===== src/rtl/flash_spi_pkg.sv =====
// rtl/flash_spi_pkg.sv - shared types and constants for the SPI boot-flash reader
package flash_spi_pkg;

  typedef enum logic [2:0] {IDLE, CMD, DUMMY, DATA, DONE, GAP} state_t;

  localparam logic [7:0] CMD_READ_DEFAULT = 8'h03;
  localparam int CMD_BITS  = 32;
  localparam int DATA_BITS = 32;

  // Flash streams the lowest-address byte first; reassemble as little-endian word.
  function automatic logic [31:0] le_word(input logic [31:0] stream);
    return {stream[7:0], stream[15:8], stream[23:16], stream[31:24]};
  endfunction

endpackage


===== src/rtl/spi_flash_reader_if.sv =====
// rtl/spi_flash_reader_if.sv - core-side read port: request, word address, data, busy
interface spi_flash_reader_if #(
  parameter int ADDR_W = 20
) ();
  logic              rstrb;
  logic [ADDR_W-3:0] word_address;
  logic [31:0]       rdata;
  logic              rbusy;

  modport master (output rstrb, output word_address, input rdata, input rbusy);
  modport slave  (input rstrb, input word_address, output rdata, output rbusy);
endinterface


===== src/rtl/spi_clk_strobe.sv =====
// rtl/spi_clk_strobe.sv - SPI half-period divider; strobes mark the last clk of each phase
module spi_clk_strobe #(
  parameter int CLK_DIV = 1
) (
  input  logic clk,
  input  logic resetn,
  input  logic en,
  output logic rise_stb,
  output logic fall_stb,
  output logic phase
);
  localparam int CW = (CLK_DIV > 1) ? $clog2(CLK_DIV) : 1;
  localparam logic [CW-1:0] CNT_LAST = CW'(CLK_DIV - 1);

  logic [CW-1:0] cnt;
  logic          last;

  assign last     = (cnt == CNT_LAST);
  assign rise_stb = en && !phase && last;
  assign fall_stb = en && phase && last;

  // Held cleared while deselected so every transfer starts on a fresh low phase.
  always_ff @(posedge clk) begin
    if (!resetn || !en) begin
      cnt   <= '0;
      phase <= 1'b0;
    end else if (last) begin
      cnt   <= '0;
      phase <= ~phase;
    end else begin
      cnt <= cnt + 1'b1;
    end
  end

endmodule


===== src/rtl/spi_flash_reader.sv =====
// rtl/spi_flash_reader.sv - fetches one 32-bit little-endian word per request via SPI READ
module spi_flash_reader
  import flash_spi_pkg::*;
#(
  parameter int         CLK_DIV    = 1,
  parameter int         DUMMY_CLKS = 1,
  parameter logic [7:0] CMD_READ   = CMD_READ_DEFAULT,
  parameter int         ADDR_W     = 20
) (
  input  logic              clk,
  input  logic              RESET,
  spi_flash_reader_if.slave bus,
  output logic              spi_clk,
  output logic              spi_mosi,
  input  logic              spi_miso,
  output logic              spi_cs_n
);
  localparam int GAP_W = $clog2(2 * CLK_DIV + 1);
  localparam logic [GAP_W-1:0] GAP_LAST = GAP_W'(2 * CLK_DIV - 1);
  localparam logic [6:0] CMD_LAST  = 7'(CMD_BITS - 1);
  localparam logic [6:0] DATA_LAST = 7'(DATA_BITS - 1);
  // The turnaround count includes the final address pulse, so DUMMY only holds the extra ones.
  localparam bit         HAS_DUMMY  = (DUMMY_CLKS > 1);
  localparam logic [6:0] DUMMY_LAST = 7'((DUMMY_CLKS > 1) ? DUMMY_CLKS - 2 : 0);

  state_t            state;
  logic [6:0]        bit_cnt;
  logic [GAP_W-1:0]  gap_cnt;
  logic [ADDR_W-3:0] addr_lat;
  logic              pending;
  logic [31:0]       tx_sr;
  logic [30:0]       rx_sr;
  logic [31:0]       rdata_q;
  logic              rbusy_q;

  logic              stb_en;
  logic              rise_stb;
  logic              fall_stb;
  logic              phase;
  logic [ADDR_W-3:0] start_addr;
  logic [31:0]       frame;
  logic [31:0]       rx_next;
  logic              start_go;
  logic              accept;

  assign stb_en     = !spi_cs_n;
  assign start_addr = pending ? addr_lat : bus.word_address;
  assign frame      = {CMD_READ, 24'({start_addr, 2'b00})};
  assign rx_next    = {rx_sr, spi_miso};
  assign start_go   = ((state == IDLE) && bus.rstrb) ||
                      ((state == GAP) && (gap_cnt == GAP_LAST) && (pending || bus.rstrb));
  assign accept     = bus.rstrb && !pending;

  assign bus.rdata = rdata_q;
  assign bus.rbusy = rbusy_q;

  spi_clk_strobe #(.CLK_DIV(CLK_DIV)) u_stb (
    .clk      (clk),
    .resetn   (RESET),
    .en       (stb_en),
    .rise_stb (rise_stb),
    .fall_stb (fall_stb),
    .phase    (phase)
  );

  always_ff @(posedge clk) begin
    if (!RESET) begin
      state    <= IDLE;
      spi_cs_n <= 1'b1;
      spi_clk  <= 1'b0;
      spi_mosi <= 1'b0;
      rbusy_q  <= 1'b0;
      rdata_q  <= '0;
      tx_sr    <= '0;
      rx_sr    <= '0;
      bit_cnt  <= '0;
      gap_cnt  <= '0;
      addr_lat <= '0;
      pending  <= 1'b0;
    end else if (start_go) begin
      state    <= CMD;
      spi_cs_n <= 1'b0;
      spi_clk  <= 1'b0;
      spi_mosi <= frame[31];
      tx_sr    <= {frame[30:0], 1'b0};
      rx_sr    <= '0;
      bit_cnt  <= '0;
      addr_lat <= start_addr;
      pending  <= 1'b0;
      rbusy_q  <= 1'b1;
    end else begin
      case (state)
        IDLE: ;
        CMD: begin
          spi_clk <= phase ^ (rise_stb | fall_stb);
          if (fall_stb) begin
            if (bit_cnt == CMD_LAST) begin
              state    <= HAS_DUMMY ? DUMMY : DATA;
              bit_cnt  <= '0;
              spi_mosi <= 1'b0;
            end else begin
              bit_cnt  <= bit_cnt + 7'd1;
              spi_mosi <= tx_sr[31];
              tx_sr    <= {tx_sr[30:0], 1'b0};
            end
          end
        end
        DUMMY: begin
          spi_clk <= phase ^ (rise_stb | fall_stb);
          if (fall_stb) begin
            if (bit_cnt == DUMMY_LAST) begin
              state   <= DATA;
              bit_cnt <= '0;
            end else begin
              bit_cnt <= bit_cnt + 7'd1;
            end
          end
        end
        DATA: begin
          spi_clk <= phase ^ (rise_stb | fall_stb);
          if (fall_stb) begin
            rx_sr <= rx_next[30:0];
            if (bit_cnt == DATA_LAST) begin
              state    <= DONE;
              spi_cs_n <= 1'b1;
              spi_clk  <= 1'b0;
              rbusy_q  <= 1'b0;
              rdata_q  <= le_word(rx_next);
              bit_cnt  <= '0;
            end else begin
              bit_cnt <= bit_cnt + 7'd1;
            end
          end
        end
        DONE: begin
          state   <= GAP;
          gap_cnt <= '0;
          if (accept) begin
            pending  <= 1'b1;
            addr_lat <= bus.word_address;
            rbusy_q  <= 1'b1;
          end
        end
        GAP: begin
          if (gap_cnt == GAP_LAST) begin
            state <= IDLE;
          end else begin
            gap_cnt <= gap_cnt + 1'b1;
            if (accept) begin
              pending  <= 1'b1;
              addr_lat <= bus.word_address;
              rbusy_q  <= 1'b1;
            end
          end
        end
        default: state <= IDLE;
      endcase
    end
  end

endmodule


===== src/flat_wrapper.sv =====
// flat-port wrapper written by rule: the top's interface ports become plain ports
module spi_flash_reader_flat import flash_spi_pkg::*;
#(
  parameter int         CLK_DIV    = 1,
  parameter int         DUMMY_CLKS = 1,
  parameter logic [7:0] CMD_READ   = CMD_READ_DEFAULT,
  parameter int         ADDR_W     = 20
)
  (clk, RESET, spi_clk, spi_mosi, spi_miso, spi_cs_n, bus_rstrb, bus_word_address, bus_rdata, bus_rbusy);
  spi_flash_reader_if #(.ADDR_W(ADDR_W)) bus_i ();
  input  logic clk;
  input  logic RESET;
  output logic spi_clk;
  output logic spi_mosi;
  input  logic spi_miso;
  output logic spi_cs_n;
  input wire logic [$bits(bus_i.rstrb)-1:0] bus_rstrb;
  input wire logic [$bits(bus_i.word_address)-1:0] bus_word_address;
  output wire logic [$bits(bus_i.rdata)-1:0] bus_rdata;
  output wire logic [$bits(bus_i.rbusy)-1:0] bus_rbusy;
  assign bus_i.rstrb = bus_rstrb;
  assign bus_i.word_address = bus_word_address;
  assign bus_rdata = bus_i.rdata;
  assign bus_rbusy = bus_i.rbusy;
  spi_flash_reader #(.CLK_DIV(CLK_DIV), .DUMMY_CLKS(DUMMY_CLKS), .CMD_READ(CMD_READ), .ADDR_W(ADDR_W)) u_core (.clk(clk), .RESET(RESET), .bus(bus_i), .spi_clk(spi_clk), .spi_mosi(spi_mosi), .spi_miso(spi_miso), .spi_cs_n(spi_cs_n));
endmodule

===== config.mk =====
export PLATFORM = sky130hd
export DESIGN_NAME = spi_flash_reader_flat
export DESIGN_NICKNAME = d
export VERILOG_FILES = /design/src/rtl/flash_spi_pkg.sv /design/src/rtl/spi_flash_reader_if.sv /design/src/rtl/spi_clk_strobe.sv /design/src/rtl/spi_flash_reader.sv /design/src/flat_wrapper.sv
export SDC_FILE = /design/constraint.sdc
export NUM_CORES = 1
export LEC_CHECK = 0
export ABC_CLOCK_PERIOD_IN_PS = 2800
export BUFFER_PORTS_ARGS = -buffer_cell sky130_fd_sc_hd__buf_2
export CAP_MARGIN = 20
export CORE_MARGIN = 5
export CORE_UTILIZATION = 44
export DETAILED_ROUTE_END_ITERATION = 8
export GPL_ROUTABILITY_DRIVEN = 0
export GPL_TIMING_DRIVEN = 1
export PLACE_DENSITY = 0.63
export SETUP_SLACK_MARGIN = 0.3
export SYNTH_ARGS = -nofsm -noshare
export SYNTH_HDL_FRONTEND = slang
export SYNTH_SLANG_ARGS = --single-unit

===== constraint.sdc =====
create_clock -name clk -period 2.8 [get_ports clk]
set_clock_uncertainty 0.1 [all_clocks]
set_input_delay 0.7 -clock clk [delete_from_list [all_inputs] [get_ports clk]]
set_output_delay 0.7 -clock clk [all_outputs]
set_load 0.005 [all_outputs]

==> metrics.txt, run 1 <==
CTS tree built; GR peak layer met2; Distinct cells, synth 50; DR WL/cell 13.7 µm; list of most frequent post-synthesis cells dfxtp_1, nand2_1, a21oi_1; synthesized area per cell 8.73 µm²; CP Max Fanout 30; Via density 5.39; total number of vias 4352; GRT met3 Usage 5.00%; CTS buffer count 17; net count after synthesis 634; total core area 11900 µm²; n_diodes 0; run status completed; worst slew pin tran 0.945 ns; initial antenna violation count 0; vias in the first global route 4144; antenna-violating nets left 0; Post-CTS Setup Inserts 0; pwr dens 693 nW/µm²; Reg2Reg Setup Slack 0.49 ns; most common cell in the netlist dfxtp_1; top cell type's share of synthesized area 48.6%; grt met2 use 25.6%; Hold Buf Count CTS 0; first-pass GRT wire length 19300 µm; std cell rows 40; part of the Yosys area used for sequential elements 48.6%; RSZ-0062 raised after global routing no; Post-Syn Instances 609; final slew viol count 0; Leakage 2.36 nW; Max Cap Violations 0; Post-Route Setup TNS 0 ns; achievable frequency 0.433 GHz; Die Ht 120 µm; port buffer count 57; largest net degree at the start of global routing 64; Initial Utilization 44.7%; routed wire length 11100 µm; Final nets 673; worst vdd ir 0.388 mV; Final setup viols 0; EDFF count, synth 0; Register Area around 2600 µm²; Residual DRC 0; CTS sink count 129; clock root buffer clkbuf_16; layout cells sized above 1 between 10% and 20%; # resized after CTS 0; CP startpoint kind flop; post-synthesis instance area between 5000 and 6000 µm²; final worst path period need 2.31 ns; Ports 58; Total GRT Usage 16.3%; met1 Use GR 20.4%; CP Class flop to flop; Worst Setup End Kind flop; Synth-to-Final Area Change 19.0%; Slew HR around 37%; final hold vios 0; 1st-pass router iterations 5; Bufs on Longest Clock Path 2; worst skew pair latency 0.41 ns; synth top area cells dfxtp_1, a21oi_1, nand2_1; Primary FF master, synth dfxtp_1; DRT iter0 DRCs ~300; clk slew on worst S/H paths about 0.06 ns; Async SR Flop Fraction 0%; DP Wirelength a little over 7000 µm; Multi-input gate area between 2000 and 2500 µm²; hold_ws approximately 0.35 ns; Die X-Extent 120 µm; Layout Utilization 53.1%; critical path data required time 2.95 ns; hold crit path type flop to flop; FF+latch count, synth 129; H-tree lvl count 4; die area 14400 µm²; Synth area leader dfxtp_1; final period utilization between 80% and 90%; remaining global-route overflow 0; yosys warns 0; Filler cells 1115; critical path arrival 2.46 ns
path summary, 6_finish.rpt:
check | startpoint | to | cells past startpoint
max | u_core.state[2] | u_core.tx_sr[3] | 5
min reg2reg | u_core.rx_sr[30] | u_core.rx_sr[30] | 2
min | u_core.rx_sr[30] | u_core.rx_sr[30] | 2
max reg2reg | u_core.state[2] | u_core.tx_sr[3] | 5
where the power goes:
part           leakage [nW]  switching, mW  internal, mW  total (mW)
logic                  1.02          0.141        0.0997       0.240
clock network         0.287          0.798          1.43        2.22
registers              1.05         0.0314          1.89        1.92
total                  2.36          0.970          3.41        4.38
routing by layer:
layer | up-vias | wire length [µm]
li1 | 2212 | -
met1 | 2026 | 5090
met2 | 96 | 5240
met3 | 18 | 522
met4 | 0 | 233
met5 | - | 0
placed cells by master, fill, tap and decap left out, types with 10 or more instances in the layout:
cell type and n:
a21oi_1 71, buf_2 57, buf_4 10, clkbuf_16 17, dfxtp_1 129, inv_1 10
mux2_2 16, mux2i_1 27, nand2_1 89, nand3_1 52, nor2_1 44, o21ai_0 40
o221ai_2 10
cell families (layout without fill, tap and decap cells):
family,after synthesis,in the layout,synth area share (%)
DFF,129,129,48.6
buffers and inverters,62,114,4.92
adders and majority gates,3,3,0.706
xor gates and xnor gates,8,8,1.32
AOI/OAI and AO/OA,145,145,17.3
muxes,43,43,8.47
other,1,1,0.0705
and+or+nand+nor,218,218,18.6
sequential cells by signal, indices dropped and copies added, names as in the netlist:
signal and count:
u_core.bus.rdata 32, u_core.rx_sr 31, u_core.tx_sr 29, u_core.addr_lat 18, u_core.bit_cnt 7, u_core.state 3, u_core.gap_cnt 2, u_core.bus.rbusy 1
u_core.pending 1, u_core.spi_clk 1, u_core.spi_cs_n 1, u_core.spi_mosi 1, u_core.u_stb.cnt 1, u_core.u_stb.phase 1
critical path: stages (launching register included):
cell and delay, ns:
dfxtp_1 0.43, or4b_1 0.71, a2111o_1 0.37, buf_4 0.27
a21oi_1 0.19, a211oi_1 0.06
cell type report:
type | instances | area share [%]
Timing Repair Buffer | 70 | 6.64
Sequential cell | 129 | 40.8
Tap cell | 147 | 2.91
Inverter | 12 | 0.712
Multi-Input combinational cell | 418 | 39.4
Clock inverter | 12 | 2.49
Clock buffer | 20 | 7.06
metrics by stage:
| step | std cells | instance area, µm² | setup WS, ns | total power, mW |
|---|---|---|---|---|
| 2_1_floorplan | 609 | 5320 | 0.629 | 2.13 |
| 3_3_place_gp | 776 | 5720 | 0.371 | 2.19 |
| 3_5_place_dp | 776 | 5720 | 0.306 | 2.20 |
| 4_1_cts | 808 | 6330 | 0.481 | 4.43 |
| 5_1_grt | 808 | 6330 | 0.331 | 4.56 |
| 6_report | 808 | 6330 | 0.492 | 4.38 |
Note: power is estimated with default switching activity, not from simulation.
==> inputs of run 2 (changes only) <==
--- a/config.mk
+++ b/config.mk
@@ -5,7 +5,7 @@
 export SDC_FILE = /design/constraint.sdc
 export NUM_CORES = 1
 export LEC_CHECK = 0
-export ABC_CLOCK_PERIOD_IN_PS = 2800
+export ABC_CLOCK_PERIOD_IN_PS = 2300
 export BUFFER_PORTS_ARGS = -buffer_cell sky130_fd_sc_hd__buf_2
 export CAP_MARGIN = 20
 export CORE_MARGIN = 5
==> constraint.sdc (replaced) <==
create_clock -name clk -period 2.3 [get_ports clk]
set_clock_uncertainty 0.1 [all_clocks]
set_input_delay 0.575 -clock clk [delete_from_list [all_inputs] [get_ports clk]]
set_output_delay 0.575 -clock clk [all_outputs]
set_load 0.005 [all_outputs]
==> run 2 against run 1 <==
Core utilization is 3.4 points higher. Final cell count is 2.6% higher. Wire length grew 15%. Clock-buffer cell count shrank 3. Global-route usage is 0.19 points higher. Register-to-register slack worse by 0.19 ns. First-iteration DRC count grew 6.9%. Critical endpoint is now u_core.bus.rdata[30]. Sequential cell count unchanged.
==> metrics.txt, run 2 (synthesis gave the netlist of run 1 again) <==
DP Wirelength 7370 µm; Residual DRC 0; most common cell after layout, fill and taps aside dfxtp_1; final slew viol count 0; final worst path period need about 2.0 ns; Via density between 5 and 6; hold_ws 0.303 ns; CP startpoint kind flop; Register Area 2590 µm²; Bufs on Longest Clock Path 2; non-filler instance count after layout 829; run status completed; Final nets between 600 and 700; Post-Route Setup TNS 0 ns; final period utilization 86.7%; H-tree lvl count 4; remaining global-route overflow 0; worst vdd ir approximately 0.68 mV; clock root buffer clkbuf_16; DP Cell Count just under 800; 1st-pass router iterations 5; pwr dens 812 nW/µm²; Initial Utilization 44.7%; CP Class flop to flop; Die X-Extent roughly 120 µm; Max Cap Violations 0; port buffer count 57; worst skew pair latency 0.42 ns; Leakage 2.55 nW; Ports 58; Final setup viols 0; CP Max Fanout 8; achievable frequency 0.502 GHz; DRT iter0 DRCs 325; CTS tree built; final hold vios 0; total number of vias 4585; total core area roughly 12000 µm²; antenna-violating nets left 0; critical path arrival 2.24 ns; Worst Setup End Kind flop; largest net degree at the start of global routing 64; CTS buffer count 17; hold crit path type input port to flop; Filler cells 1074; first-pass GRT wire length 19500 µm; Die Ht around 120 µm; commonest non-fill, non-tap cells in the layout dfxtp_1, nand2_1, a21oi_1; Total GRT Usage 16.5%; Hold Buf Count CTS 0; critical path data required time 2.55 ns; initial antenna violation count 1; max reg flops 32; RSZ-0062 raised after global routing yes; die area roughly 14000 µm²; Synth-to-Final Area Change 26.6%; n_diodes 0; CTS sink count 129; vias in the first global route roughly 4200; Multi-input gate area 2540 µm²; clk slew on worst S/H paths ~0.07 ns; std cell rows 40; routed wire length 12700 µm; layout cells sized above 1 24.6%; DR WL/cell between 15 and 20 µm
run 2: changes by cell type in the layout (fill, tap and decap cells not counted), moves of 3 or more:
cell / delta
inv_6: +7
a21oi_2: +6
buf_12: +4
buf_6: +7
buf_4: +3
o21ai_1: +4
clkbuf_16: +6
o21ai_0: -4
inv_8: +4
a21oi_1: -6
clkinv_4: -3
run 2: worst paths after layout:
kind                           to  slack, ns                 from  cells after the start
max reg2reg  u_core.bus.rdata[30]       0.31      u_core.state[2]                      7
max          u_core.bus.rdata[30]       0.31      u_core.state[2]                      7
min reg2reg      u_core.rx_sr[30]       0.36     u_core.rx_sr[30]                      2
min            u_core.addr_lat[2]       0.30  bus_word_address[2]                      3
run 2: layout make-up:
cell class,instances,area share [%]
clock inverter,15,2.71
tap,147,2.73
sequential,129,38.4
timing repair buffer,91,11.4
multi-input combinational,418,37.8
inverter,12,0.669
clock buffer,17,6.32
run 2: critical path, stage by stage, from the launching register on:
cell,delay [ns]
dfxtp_1,0.34
or4b_4,0.55
buf_6,0.15
nor3_4,0.18
buf_6,0.20
clkbuf_16,0.18
nand3_1,0.07
a21oi_1,0.15
run 2: what timing repair did:
| action | CTS | global route |
|---|---|---|
| endpoints found under the setup margin | 11 | 94 |
| setup buffers | 0 | 4 |
| cloned | 0 | 9 |
| gates resized for setup | 0 | 23 |
| pin swaps | 0 | 4 |
run 2: metal layers:
layer	track usage (%)	part of all wire (%)	vias up	wire length (µm)
met5	0	0.10	-	13
met4	8.59	2.0	2	260
met3	4.95	5.0	24	641
met2	26.5	49	134	6280
met1	20.0	43	2171	5510
li1	-	-	2254	-
run 2: per-stage QoR:
step	cell area [µm²]	setup WS, ns	power (mW)	utilization (%)
2_1_floorplan	5340	0.302	2.60	-
3_3_place_gp	5840	0.224	2.69	49.0
3_5_place_dp	5840	0.169	2.70	49.0
4_1_cts	6450	0.268	5.48	54.1
5_1_grt	6740	0.238	5.68	56.5
6_report	6740	0.307	5.47	56.5
run 2: report_power, final:
| part | internal [mW] | leakage, nW | total (mW) | switching [mW] |
|---|---|---|---|---|
| Clock | 1.65 | 0.298 | 2.78 | 1.13 |
| Sequential | 2.30 | 1.05 | 2.33 | 0.0321 |
| Combinational | 0.171 | 1.21 | 0.364 | 0.192 |
